--- src/rtl/branch_correct_unit_if.sv ---
// Handshake bundle between branch resolution (producer), the correction FIFO and fetch (consumer).
// The design attaches through the slave modport and the resolution/fetch side through master.
interface branch_correct_unit_if #(
    parameter int unsigned PC_W = 32
);
    logic            in_valid;
    logic            in_mispredict;
    logic [PC_W-1:0] in_pc;
    logic            in_ready;
    logic            out_valid;
    logic [PC_W-1:0] out_pc;
    logic            out_ready;

    modport master (
        output in_valid, in_mispredict, in_pc, out_ready,
        input  in_ready, out_valid, out_pc
    );

    modport slave (
        input  in_valid, in_mispredict, in_pc, out_ready,
        output in_ready, out_valid, out_pc
    );
endinterface

--- src/rtl/branch_correct_unit.sv ---
// Queues corrected PCs from mispredicted branches for fetch and tracks the mispredict streak.
// Correct predictions break the streak but are not queued.
module branch_correct_unit #(
    parameter int unsigned PC_W   = 32,
    parameter int unsigned DEPTH  = 4,
    parameter int unsigned CNT_W  = 3,
    parameter int unsigned THRESH = 4
) (
    input  logic                     clk,
    input  logic                     rst,
    input  logic                     flush,
    branch_correct_unit_if.slave     bus,
    output logic [CNT_W-1:0]         o_counter,
    output logic                     o_storm,
    output logic [$clog2(DEPTH):0]   o_level,
    output logic [PC_W-1:0]          o_last_pc
);
    localparam int unsigned AW = $clog2(DEPTH);
    localparam logic [CNT_W-1:0] CntMax = {CNT_W{1'b1}};

    logic [PC_W-1:0]  mem_q [DEPTH];
    logic [AW-1:0]    wr_ptr_q, wr_ptr_d;
    logic [AW-1:0]    rd_ptr_q, rd_ptr_d;
    logic [AW:0]      level_q, level_d;
    logic [CNT_W-1:0] counter_q, counter_d;
    logic [PC_W-1:0]  last_pc_q, last_pc_d;
    logic             accept, push, pop;

    assign bus.in_ready  = (level_q != (AW + 1)'(DEPTH));
    assign bus.out_valid = (level_q != '0);
    assign bus.out_pc    = mem_q[rd_ptr_q];

    assign accept = bus.in_valid & bus.in_ready;
    assign push   = accept & bus.in_mispredict;
    assign pop    = bus.out_valid & bus.out_ready;

    assign o_counter = counter_q;
    assign o_storm   = (counter_q >= CNT_W'(THRESH));
    assign o_level   = level_q;
    assign o_last_pc = last_pc_q;

    always_comb begin
        wr_ptr_d  = wr_ptr_q;
        rd_ptr_d  = rd_ptr_q;
        level_d   = level_q;
        counter_d = counter_q;
        last_pc_d = last_pc_q;

        if (accept) begin
            last_pc_d = bus.in_pc;
            if (bus.in_mispredict) begin
                counter_d = (counter_q == CntMax) ? counter_q : counter_q + CNT_W'(1);
            end else begin
                counter_d = '0;
            end
        end

        // Flush wins over push/pop/increment but still records the accepted PC.
        if (flush) begin
            wr_ptr_d  = '0;
            rd_ptr_d  = '0;
            level_d   = '0;
            counter_d = '0;
        end else begin
            if (push) wr_ptr_d = wr_ptr_q + AW'(1);
            if (pop)  rd_ptr_d = rd_ptr_q + AW'(1);
            level_d = level_q + (AW + 1)'(push) - (AW + 1)'(pop);
        end
    end

    always_ff @(posedge clk or negedge rst) begin
        if (!rst) begin
            wr_ptr_q  <= '0;
            rd_ptr_q  <= '0;
            level_q   <= '0;
            counter_q <= '0;
            last_pc_q <= '0;
        end else begin
            wr_ptr_q  <= wr_ptr_d;
            rd_ptr_q  <= rd_ptr_d;
            level_q   <= level_d;
            counter_q <= counter_d;
            last_pc_q <= last_pc_d;
        end
    end

    // Storage is not reset; validity is tracked by level_q alone.
    always_ff @(posedge clk) begin
        if (push && !flush) begin
            mem_q[wr_ptr_q] <= bus.in_pc;
        end
    end
endmodule

--- src/flat_wrapper.sv ---
// flat-port wrapper written by rule: the top's interface ports become plain ports
module branch_correct_unit_flat 
#(
    parameter int unsigned PC_W   = 32,
    parameter int unsigned DEPTH  = 4,
    parameter int unsigned CNT_W  = 3,
    parameter int unsigned THRESH = 4
)
  (clk, rst, flush, o_counter, o_storm, o_level, o_last_pc, bus_in_valid, bus_in_mispredict, bus_in_pc, bus_out_ready, bus_in_ready, bus_out_valid, bus_out_pc);
  branch_correct_unit_if #(.PC_W(PC_W)) bus_i ();
  input  logic clk;
  input  logic rst;
  input  logic flush;
  output logic [CNT_W-1:0] o_counter;
  output logic o_storm;
  output logic [$clog2(DEPTH):0] o_level;
  output logic [PC_W-1:0] o_last_pc;
  input wire logic [$bits(bus_i.in_valid)-1:0] bus_in_valid;
  input wire logic [$bits(bus_i.in_mispredict)-1:0] bus_in_mispredict;
  input wire logic [$bits(bus_i.in_pc)-1:0] bus_in_pc;
  input wire logic [$bits(bus_i.out_ready)-1:0] bus_out_ready;
  output wire logic [$bits(bus_i.in_ready)-1:0] bus_in_ready;
  output wire logic [$bits(bus_i.out_valid)-1:0] bus_out_valid;
  output wire logic [$bits(bus_i.out_pc)-1:0] bus_out_pc;
  assign bus_i.in_valid = bus_in_valid;
  assign bus_i.in_mispredict = bus_in_mispredict;
  assign bus_i.in_pc = bus_in_pc;
  assign bus_i.out_ready = bus_out_ready;
  assign bus_in_ready = bus_i.in_ready;
  assign bus_out_valid = bus_i.out_valid;
  assign bus_out_pc = bus_i.out_pc;
  branch_correct_unit #(.PC_W(PC_W), .DEPTH(DEPTH), .CNT_W(CNT_W), .THRESH(THRESH)) u_core (.clk(clk), .rst(rst), .flush(flush), .bus(bus_i), .o_counter(o_counter), .o_storm(o_storm), .o_level(o_level), .o_last_pc(o_last_pc));
endmodule
--- config.mk ---
export PLATFORM = sky130hd
export DESIGN_NAME = branch_correct_unit_flat
export DESIGN_NICKNAME = d
export VERILOG_FILES = /design/src/rtl/branch_correct_unit_if.sv /design/src/rtl/branch_correct_unit.sv /design/src/flat_wrapper.sv
export SDC_FILE = /design/constraint.sdc
export NUM_CORES = 1
export LEC_CHECK = 0
export BUFFER_PORTS_ARGS = -buffer_cell sky130_fd_sc_hd__buf_2
export CELL_PAD_IN_SITES_DETAIL_PLACEMENT = 1
export CELL_PAD_IN_SITES_GLOBAL_PLACEMENT = 1
export CORE_UTILIZATION = 35
export CTS_CLUSTER_DIAMETER = 200
export CTS_CLUSTER_SIZE = 12
export DETAILED_ROUTE_END_ITERATION = 10
export GPL_ROUTABILITY_DRIVEN = 1
export PLACE_DENSITY_LB_ADDON = 0.1
export SLEW_MARGIN = 30
export SYNTH_ARGS = -nofsm -noshare
export SYNTH_HDL_FRONTEND = slang
export SYNTH_SLANG_ARGS = --single-unit
--- constraint.sdc ---
create_clock -name clk -period 3.92 [get_ports clk]
set_clock_uncertainty 0.15 [all_clocks]
set_input_delay 0.98 -clock clk [delete_from_list [all_inputs] [get_ports clk]]
set_output_delay 0.98 -clock clk [all_outputs]
set_load 0.05 [all_outputs]
Yosys cells after proc, flatten, opt, wreduce, memory -nomap -nowiden
Memories as Yosys holds them, arrays and structs flattened.
Index checks and enable logic that the tools add are counted.
W data, S select, Z words.
{"block": "totals", "reg_bits": 42, "latch_bits": 0, "ram_bits": 128, "rom_bits": 0, "in_bits": 38, "output_inout_bits": 73, "wordCells": 36, "memories": 1}
{"memory": "u_core.mem_q", "words": 4, "width": 32, "read_ports": 1, "rd_clocked_by_memory_dff": 0, "write_ports": 1, "line": "branch_correct_unit.sv:21", "text": "logic [PC_W-1:0] mem_q [DEPTH];"}
{"block": "op_classes", "addsub": 5, "multipliers": 0, "n_div": 0, "order_cmp": 1, "eq_ne": 3, "shift": 0, "n_mux": 11, "n_bitwise": 3, "n_reduce_logical": 7}
{"operator": "$mux W3", "count": 5}
{"operator": "$mux W2", "count": 4}
{"operator": "$ne A3 B3 Y1 const B", "count": 2}
{"operator": "$reduce_bool A2 Y1", "count": 3}
{"operator": "$add A2 B1 Y2 const B", "count": 2}
{"operator": "$add A3 B1 Y3", "count": 1}
{"operator": "$add A3 B1 Y3 const B", "count": 1}
{"operator": "$and A1 B1 Y1", "count": 3}
{"operator": "$eq A3 B3 Y1 const B", "count": 1}
{"operator": "$ge A3 B3 Y1 const B", "count": 1}
{"operator": "$reduce_bool A3 Y1", "count": 1}
{"operator": "$sub A3 B1 Y3", "count": 1}
{"operator": "$mux W1", "count": 2}
{"operator": "$reduce_and A2 Y1", "count": 1}
{"operator": "$logic_and A1 B1 Y1", "count": 1}
{"operator": "$logic_not A1 Y1", "count": 1}

Logic depth before layout (Yosys ltp)
Gate-level depths: netlist of the first run.
{"block": "depth", "ltp_word": 6, "depth_mapped": 9, "depth_no_buf": 9}

Worst setup path before layout of the first run
OpenSTA, ideal clock, no wires.
{"block": "synth_timing", "kind": "input port to flip-flop", "start": "input port bus_in_mispredict", "end": "memory u_core.mem_q[0][0] (enable)", "setup_time_ns": 0.468, "arrival_time_ns": 3.873, "required_ns": 3.302, "slack_ns": -0.571, "cell_stages": 3, "path_buffers": 1, "cell_sequence": "clkbuf_1 -> nand3_1 -> nor3b_1"}
{"block": "synth_between", "elab_chain_cells": 4}
{"element": "start: declaration", "line": "flat_wrapper.sv:19", "text": "input wire logic [$bits(bus_i.in_mispredict)-1:0] bus_in_mispredict;"}
{"element": "$and A1 B1 Y1", "line": "branch_correct_unit.sv:34", "text": "assign push = accept & bus.in_mispredict;"}
{"element": "$logic_and A1 B1 Y1", "line": "branch_correct_unit.sv:89", "text": "if (push && !flush) begin"}
{"element": "$mux W1", "line": "branch_correct_unit.sv:89"}
{"element": "$mux W1 (not written as such)", "line": "branch_correct_unit.sv:90", "text": "mem_q[wr_ptr_q] <= bus.in_pc;"}
{"element": "end: declaration", "line": "branch_correct_unit.sv:21"}
Every way passes these cells.

Worst setup path in the final report of the first run
{"block": "layout_timing", "start": "register u_core.rd_ptr_q[1]", "end": "output port bus_out_pc[30]"}
{"block": "layout_between", "elab_chain_cells": 1}
{"element": "start: declaration", "line": "branch_correct_unit.sv:23", "text": "logic [AW-1:0] rd_ptr_q, rd_ptr_d;"}
{"element": "start signal: assignment", "line": "branch_correct_unit.sv:80", "text": "rd_ptr_q <= rd_ptr_d;"}
{"element": "$mem_v2 Z4 W32"}
{"element": "end: declaration", "line": "flat_wrapper.sv:24", "text": "output wire logic [$bits(bus_i.out_pc)-1:0] bus_out_pc;"}
Every way passes these cells.

==> results of run 1 <==
==> final timing paths <==
check | startpoint | to | slack, ns | cells after the start
worst min-delay path | u_core.o_last_pc[2]$_DFFE_PN0N_ | u_core.o_last_pc[2]$_DFFE_PN0N_ | 0.35 | 1
worst max-delay path | u_core.rd_ptr_q[1]$_DFFE_PN0P_ | bus_out_pc[30] | 0.61 | 3
worst min register to register | u_core.o_last_pc[2]$_DFFE_PN0N_ | u_core.o_last_pc[2]$_DFFE_PN0N_ | 0.35 | 1
worst max register to register | u_core.o_level[1]$_DFF_PN0_ | u_core.o_level[1]$_DFF_PN0_ | 1.60 | 8
max in group asynchronous | rst | u_core.rd_ptr_q[1]$_DFFE_PN0P_ | 2.73 | 1
min in group asynchronous | rst | u_core.o_last_pc[8]$_DFFE_PN0N_ | 0.42 | 1
==> Yosys cell counts <==
master,number
edfxtp_1,128
ha_1,9
nand2_8,1
xor2_1,2
nor2b_1,2
clkbuf_1,5
nor2_1,4
inv_4,1
o31a_2,1
nand4_1,5
o31ai_1,2
buf_12,3
mux4_2,32
nor3b_4,1
inv_1,10
buf_2,3
mux2_4,30
a21oi_1,2
or3_2,1
buf_4,3
mux2_2,2
xnor2_1,2
a31oi_1,3
dfrtp_1,42
o21ai_0,3
nor3b_1,4
o311ai_0,1
nand3_1,4
fa_1,1
==> through the flow <==
step | power, mW | TNS, ns | util, % | setup slack, ns
finish | 5.735 | 0 | 43.30 | 0.6122
global placement | 4.148 | 0 | 40.15 | 1.057
global route | 5.969 | 0 | 43.29 | 0.5151
CTS | 5.825 | 0 | 43.29 | 0.5534
detailed placement | 4.168 | 0 | 40.17 | 1.022
floorplan | 3.761 | -72.50 | - | -0.5705
==> kinds of logic after synthesis <==
kind of cell               Yosys count  share of synthesized area, %
adders and majority gates           10                         1.995
buffers and inverters               25                         2.409
xor gates and xnor gates             4                        0.5270
muxes                               64                         17.95
and+or+nand+nor                     22                         2.333
AOI/OAI and AO/OA                   12                         1.167
DFF                                170                         73.62
==> report_power, final <==
part / total [mW] / leakage (nW) / switching [mW] / internal [mW]
Clock: 1.63 / 0.280 / 0.699 / 0.936
Sequential: 2.22 / 1.66 / 0.130 / 2.09
Combinational: 1.88 / 1.12 / 1.27 / 0.608
==> layer usage <==
| layer | vias to the layer above | global-route usage (%) | part of all wire, % |
|---|---|---|---|
| met3 | 12 | 4.474 | 4.1 |
| met5 | - | 0 | 0 |
| met4 | 0 | 4.685 | 1.2 |
| li1 | 1473 | - | - |
| met2 | 81 | 23.29 | 48 |
| met1 | 1728 | 20.06 | 47 |
==> state kept, by name (all words and copies together), names as in the netlist <==
signal / count
u_core.o_last_pc: 32
u_core.rd_ptr_q: 2
u_core.o_level: 3
u_core.mem_q: 128
u_core.wr_ptr_q: 2
u_core.o_counter: 3
==> layout make-up <==
cell class	instances	area share, %
sequential	170	60.66
multi-input combinational	112	19.99
timing repair buffer	120	7.936
clock buffer	20	5.797
tap	234	3.627
clock inverter	12	1.410
inverter	11	0.5425
antenna	1	0.03100
==> worst reg2reg max path, stage by stage (launching register included) <==
cell     delay, ns
dfrtp_1       0.49
nor3b_4       0.37
inv_4         0.12
nand3_1       0.27
inv_1         0.10
ha_1          0.18
inv_1         0.06
fa_1          0.40
nor2_1        0.10
==> impl_results.md, run 1 <==
- Most frequent cells in the layout: 128 x edfxtp_1, 109 x buf_2, 40 x dfrtp_1, 32 x mux4_2, 30 x mux2_4
- Slew Limit Fails: 0
- Worst-margin pin slew: 0.7774 ns
- Register Area: a little under 5000 µm²
- Fmax: 302.3 MHz
- # IOs: 111
- Max Cap Viol: 0
- Number of buffers added on ports: 110
- Synth unique cells: 29
- RePlAce Congestion: ~0.69
- Initial DRC count: 128
- Synth area leader: edfxtp_1
- Worst Path Arrival: between 2 and 2.5 ns
- Leak Pwr: 3.056 nW
- CTS tree: yes
- Vias in the first global route: 3605
- Fillers: about 1800
- Routed length per instance: 19.89 µm
- ANT nets after route: 0
- # rows: 50
- Setup bufs post-CTS: 0
- Maximum fanout along the worst path: 26
- Initial antenna violation count: 1
- Period utilization: a little over four fifths
- Root buf cell: clkbuf_16
- Critical path class: reg2out
- Slowest cell on the critical path: dfrtp_2
- Register area share after synthesis: between 70% and 80%
- Setup Viol. Count Final: 0
- Final Hold Fails: 0
- Chip height: 139.8 µm
- Largest net degree at the start of global routing: 43
- CTS Buffer Depth: 2
- Worst-path clk slew: 0.07 ns
- Final std cells w/o fill: 680
- Min Hold Slack: 0.3528 ns
- Worst rel slew slack: 48.17%
- Status: complete, no violations
- Die ar.: 19550 µm²
- Critical Path RT: 2.79 ns
- CP peak stage delay: 0.87 ns
- Startpoint types: register
- Gr usage total: 14.93%
- Post_cts resized: 0
- Cells after Synth: 307
- Worst path top cell family by delay: flip-flops
- Most common cell after layout, fill and taps aside: edfxtp_1
- Dpl cell area: 7488 µm²
- Maximum vdd drop: 0.0003270 V
- Layout cell share with drive strength beyond 1: around half
- WL final: approximately 14000 µm
- Crit path capture type: output port
- Starting Density: between 30 and 40%
- Final net count: 480
- Synth Area per Inst: ~22 µm²
- Detailed placer's ending HPWL: ~8400 µm
- Synth-to-layout area growth: 21.42%
- Clock latency at the later pin of the worst-skew pair: 0.42 ns
- Syn_nets: 355
- Top cells by area, synth: edfxtp_1 58%, dfrtp_1 16%, mux4_2 11%
- Pre-antenna DRT Iters: 4
- CTS H-tree lvls: 4
- Crit path time final: 3.308 ns
- Synthesized flop and latch total: 170
- Detail-routed via count per cell: 4.844
- Post-Syn Area: 6649 µm²
- Residual DRC: 0
- Area of the multi-input gates: 1614 µm²
- CTS hold repair buffers: 0
- # clock sinks: 170
- Tightest Hold Check Type: reg2reg
- Fin area: 8073 µm²
- Unrepaired setup endpoints after global routing: no
- Die Width: 139.8 µm
- Buf+Inv Stages, Crit Path: 2
- Core area: approximately 19000 µm²
- Power Density: just over 700 nW/µm²
- Crit path cell chain: buf_4, mux4_2, buf_2
- Placed insts: around 650
- GR Overflow Total: 0
- Via count: approximately 3300
- Clock buffer count from CTS: 17
- Global-route wire length before repair: around 21000 µm
- YS warnings: 0
- Synth top area share: 57.81%
No activity file was read; power rests on OpenSTA's default activity.
==> inputs of run 2 (changes only) <==
==> constraint.sdc (replaced) <==
create_clock -name clk -period 3.03 [get_ports clk]
set_clock_uncertainty 0.15 [all_clocks]
set_input_delay 0.7575 -clock clk [delete_from_list [all_inputs] [get_ports clk]]
set_output_delay 0.7575 -clock clk [all_outputs]
set_load 0.05 [all_outputs]
==> run 2 against run 1 <==
Routed wire length is 0.91% lower. Global-route usage is 0.26 points lower. Cell area is 1.1% higher. First-iteration DRC count is 13% lower. Utilization is 0.49 points higher. Power is 31% higher. Highest routed layer unchanged.
==> impl_results.md, run 2 (synthesis gave the netlist of run 1 again) <==
- Die Width: 139.8 µm (unchanged)
- Die ar.: 19550 µm² (unchanged)
- Post-layout util: 43.79% (+0.49 points)
- Root buf cell: clkbuf_16
- Period utilization: 93.83%
- # clock sinks: 170 (unchanged)
- Power Density: 917.6 nW/µm² (+29%)
- WL final: 13400 µm (-0.91%)
- Post_cts resized: 0 (unchanged)
- Residual DRC: 0 (unchanged)
- # IOs: 111 (unchanged)
- Initial DRC count: 111 (-13%)
- ANT cells: 0 (-1)
- Worst rel slew slack: 60.44% (+12 points)
- Tightest Hold Check Type: in2async
- Gr usage total: 14.67% (-0.26 points)
- Max Cap Viol: 0 (unchanged)
- Unrepaired setup endpoints after global routing: no
- Worst-path clk slew: 0.07 ns (about the same)
- CTS tree: yes
- Final Power: 7.491 mW (+31%)
- Fmax: 351.7 MHz
- Startpoint types: register
- Final Hold Fails: 0 (unchanged)
- ANT nets after route: 0 (unchanged)
- CTS H-tree lvls: 4 (unchanged)
- Pre-antenna DRT Iters: 4 (unchanged)
- Crit path capture type: output port
- Clock latency at the later pin of the worst-skew pair: 0.42 ns (about the same)
- GR Util met2: 24.39% (+1.1 points)
- Initial antenna violation count: 0 (-1)
- Area of the multi-input gates: 1639 µm² (+1.6%)
- Leak Pwr: 3.109 nW (+1.7%)
- Final net count: 483 (+0.63%)
- Busiest metal layer after global routing: met2
- Via count: 3322 (+0.85%)
- Most common cell after layout, fill and taps aside: edfxtp_1
- Slew Limit Fails: 0 (unchanged)
- Crit path time final: between 2 and 3 ns
- RePlAce Congestion: 0.6864 (-0.84%)
- Vias in the first global route: 3664 (+1.6%)
- Largest net degree at the start of global routing: 33 (-23%)
- Critical Path RT: 2.12 ns (-0.67 ns)
- Max reg flops: 128 (unchanged)
- Setup Viol. Count Final: 0 (unchanged)
- Dpl cell area: 7571 µm² (+1.1%)
- Global-route wire length before repair: 21040 µm (-0.81%)
- Worst-margin pin slew: 0.5934 ns (-0.1840 ns)
- Detailed placer's ending HPWL: 8777 µm (+4.7%)
- # rows: 50 (unchanged)
- Register Area: 4897 µm² (unchanged)
- Maximum fanout along the worst path: 13 (-50%)
- Met3 Track Usage GR: 3.579% (-0.89 points)
- Fin area: 8164 µm² (+1.1%)
- Clock buffer count from CTS: 17 (unchanged)
- Detail-routed via count per cell: 4.871 (+0.55%)
- Critical path class: reg2out
- Maximum vdd drop: 0.0004019 V (+23%)
- Top reg by flops: u_core.mem_q
- Number of buffers added on ports: 110 (unchanged)
- Status: complete, no violations
- Total Neg Setup Slack: 0 ns (unchanged)
- Core area: 18640 µm² (unchanged)
- Min Hold Slack: 0.1804 ns (-0.1725 ns)
- CTS hold repair buffers: 0 (unchanged)
- GRT met1 Usage: 18.70% (-1.4 points)
- Fillers: 1812 (+0.055%)
- Starting Density: 35.66% (unchanged)
- Layout cell share with drive strength beyond 1: 51.34% (+0.55 points)
- Routed length per instance: 19.65 µm (-1.2%)
- Synth-to-layout area growth: 22.79%
- Most frequent cells in the layout: 128 x edfxtp_1, 110 x buf_2, 40 x dfrtp_1, 32 x mux4_2, 30 x mux2_4
- Setup bufs post-CTS: 0 (unchanged)
- Worst Path Arrival: 1.94 ns (-0.24 ns)
- Chip height: 139.8 µm (unchanged)
- GR Overflow Total: 0 (unchanged)
- CTS Buffer Depth: 2 (unchanged)
## run 2: worst max-delay path, stage by stage, from the launching register on
cell     delay [ns]
dfrtp_2        0.39
buf_4          0.29
mux4_2         0.60
buf_2          0.24
## run 2: final timing paths
path	startpoint	endpoint	slack [ns]	cells after the start
setup / recovery	u_core.rd_ptr_q[0]$_DFFE_PN0P_	bus_out_pc[7]	0.19	3
hold / removal	rst	u_core.o_last_pc[11]$_DFFE_PN0N_	0.18	1
setup reg to reg	u_core.o_level[1]$_DFF_PN0_	u_core.o_level[1]$_DFF_PN0_	0.58	8
hold reg to reg	u_core.o_last_pc[12]$_DFFE_PN0N_	u_core.o_last_pc[12]$_DFFE_PN0N_	0.36	1
max in group asynchronous	rst	u_core.o_last_pc[26]$_DFFE_PN0N_	1.83	2
min in group clk	u_core.o_last_pc[12]$_DFFE_PN0N_	u_core.o_last_pc[12]$_DFFE_PN0N_	0.36	1
## run 2: layout make-up
type | count | share of cell area, %
Timing Repair Buffer | 123 | 8.552
Clock buffer | 18 | 5.379
Inverter | 11 | 0.5364
Sequential cell | 170 | 59.98
Tap cell | 234 | 3.586
Clock inverter | 14 | 1.885
Multi-Input combinational cell | 112 | 20.08
## run 2: routing by layer
layer  share of wire (%)  wire (µm)
met5                   0          0
met3                 3.8        503
met4                 1.1        152
met1                  45       6013
met2                  50       6733
## run 2: report_power, final
part	internal, mW	switching [mW]	leakage (nW)	total, mW
clock network	1.19	0.965	0.286	2.15
registers	2.71	0.125	1.66	2.83
logic	0.808	1.70	1.16	2.50
## run 2: per-stage QoR
stage               setup WS [ns]  instances
floorplan                 -0.2621        307
global placement           0.4644        650
detailed placement         0.3938        650
CTS                        0.1393        682
global route               0.1029        682
finish                     0.1869        682
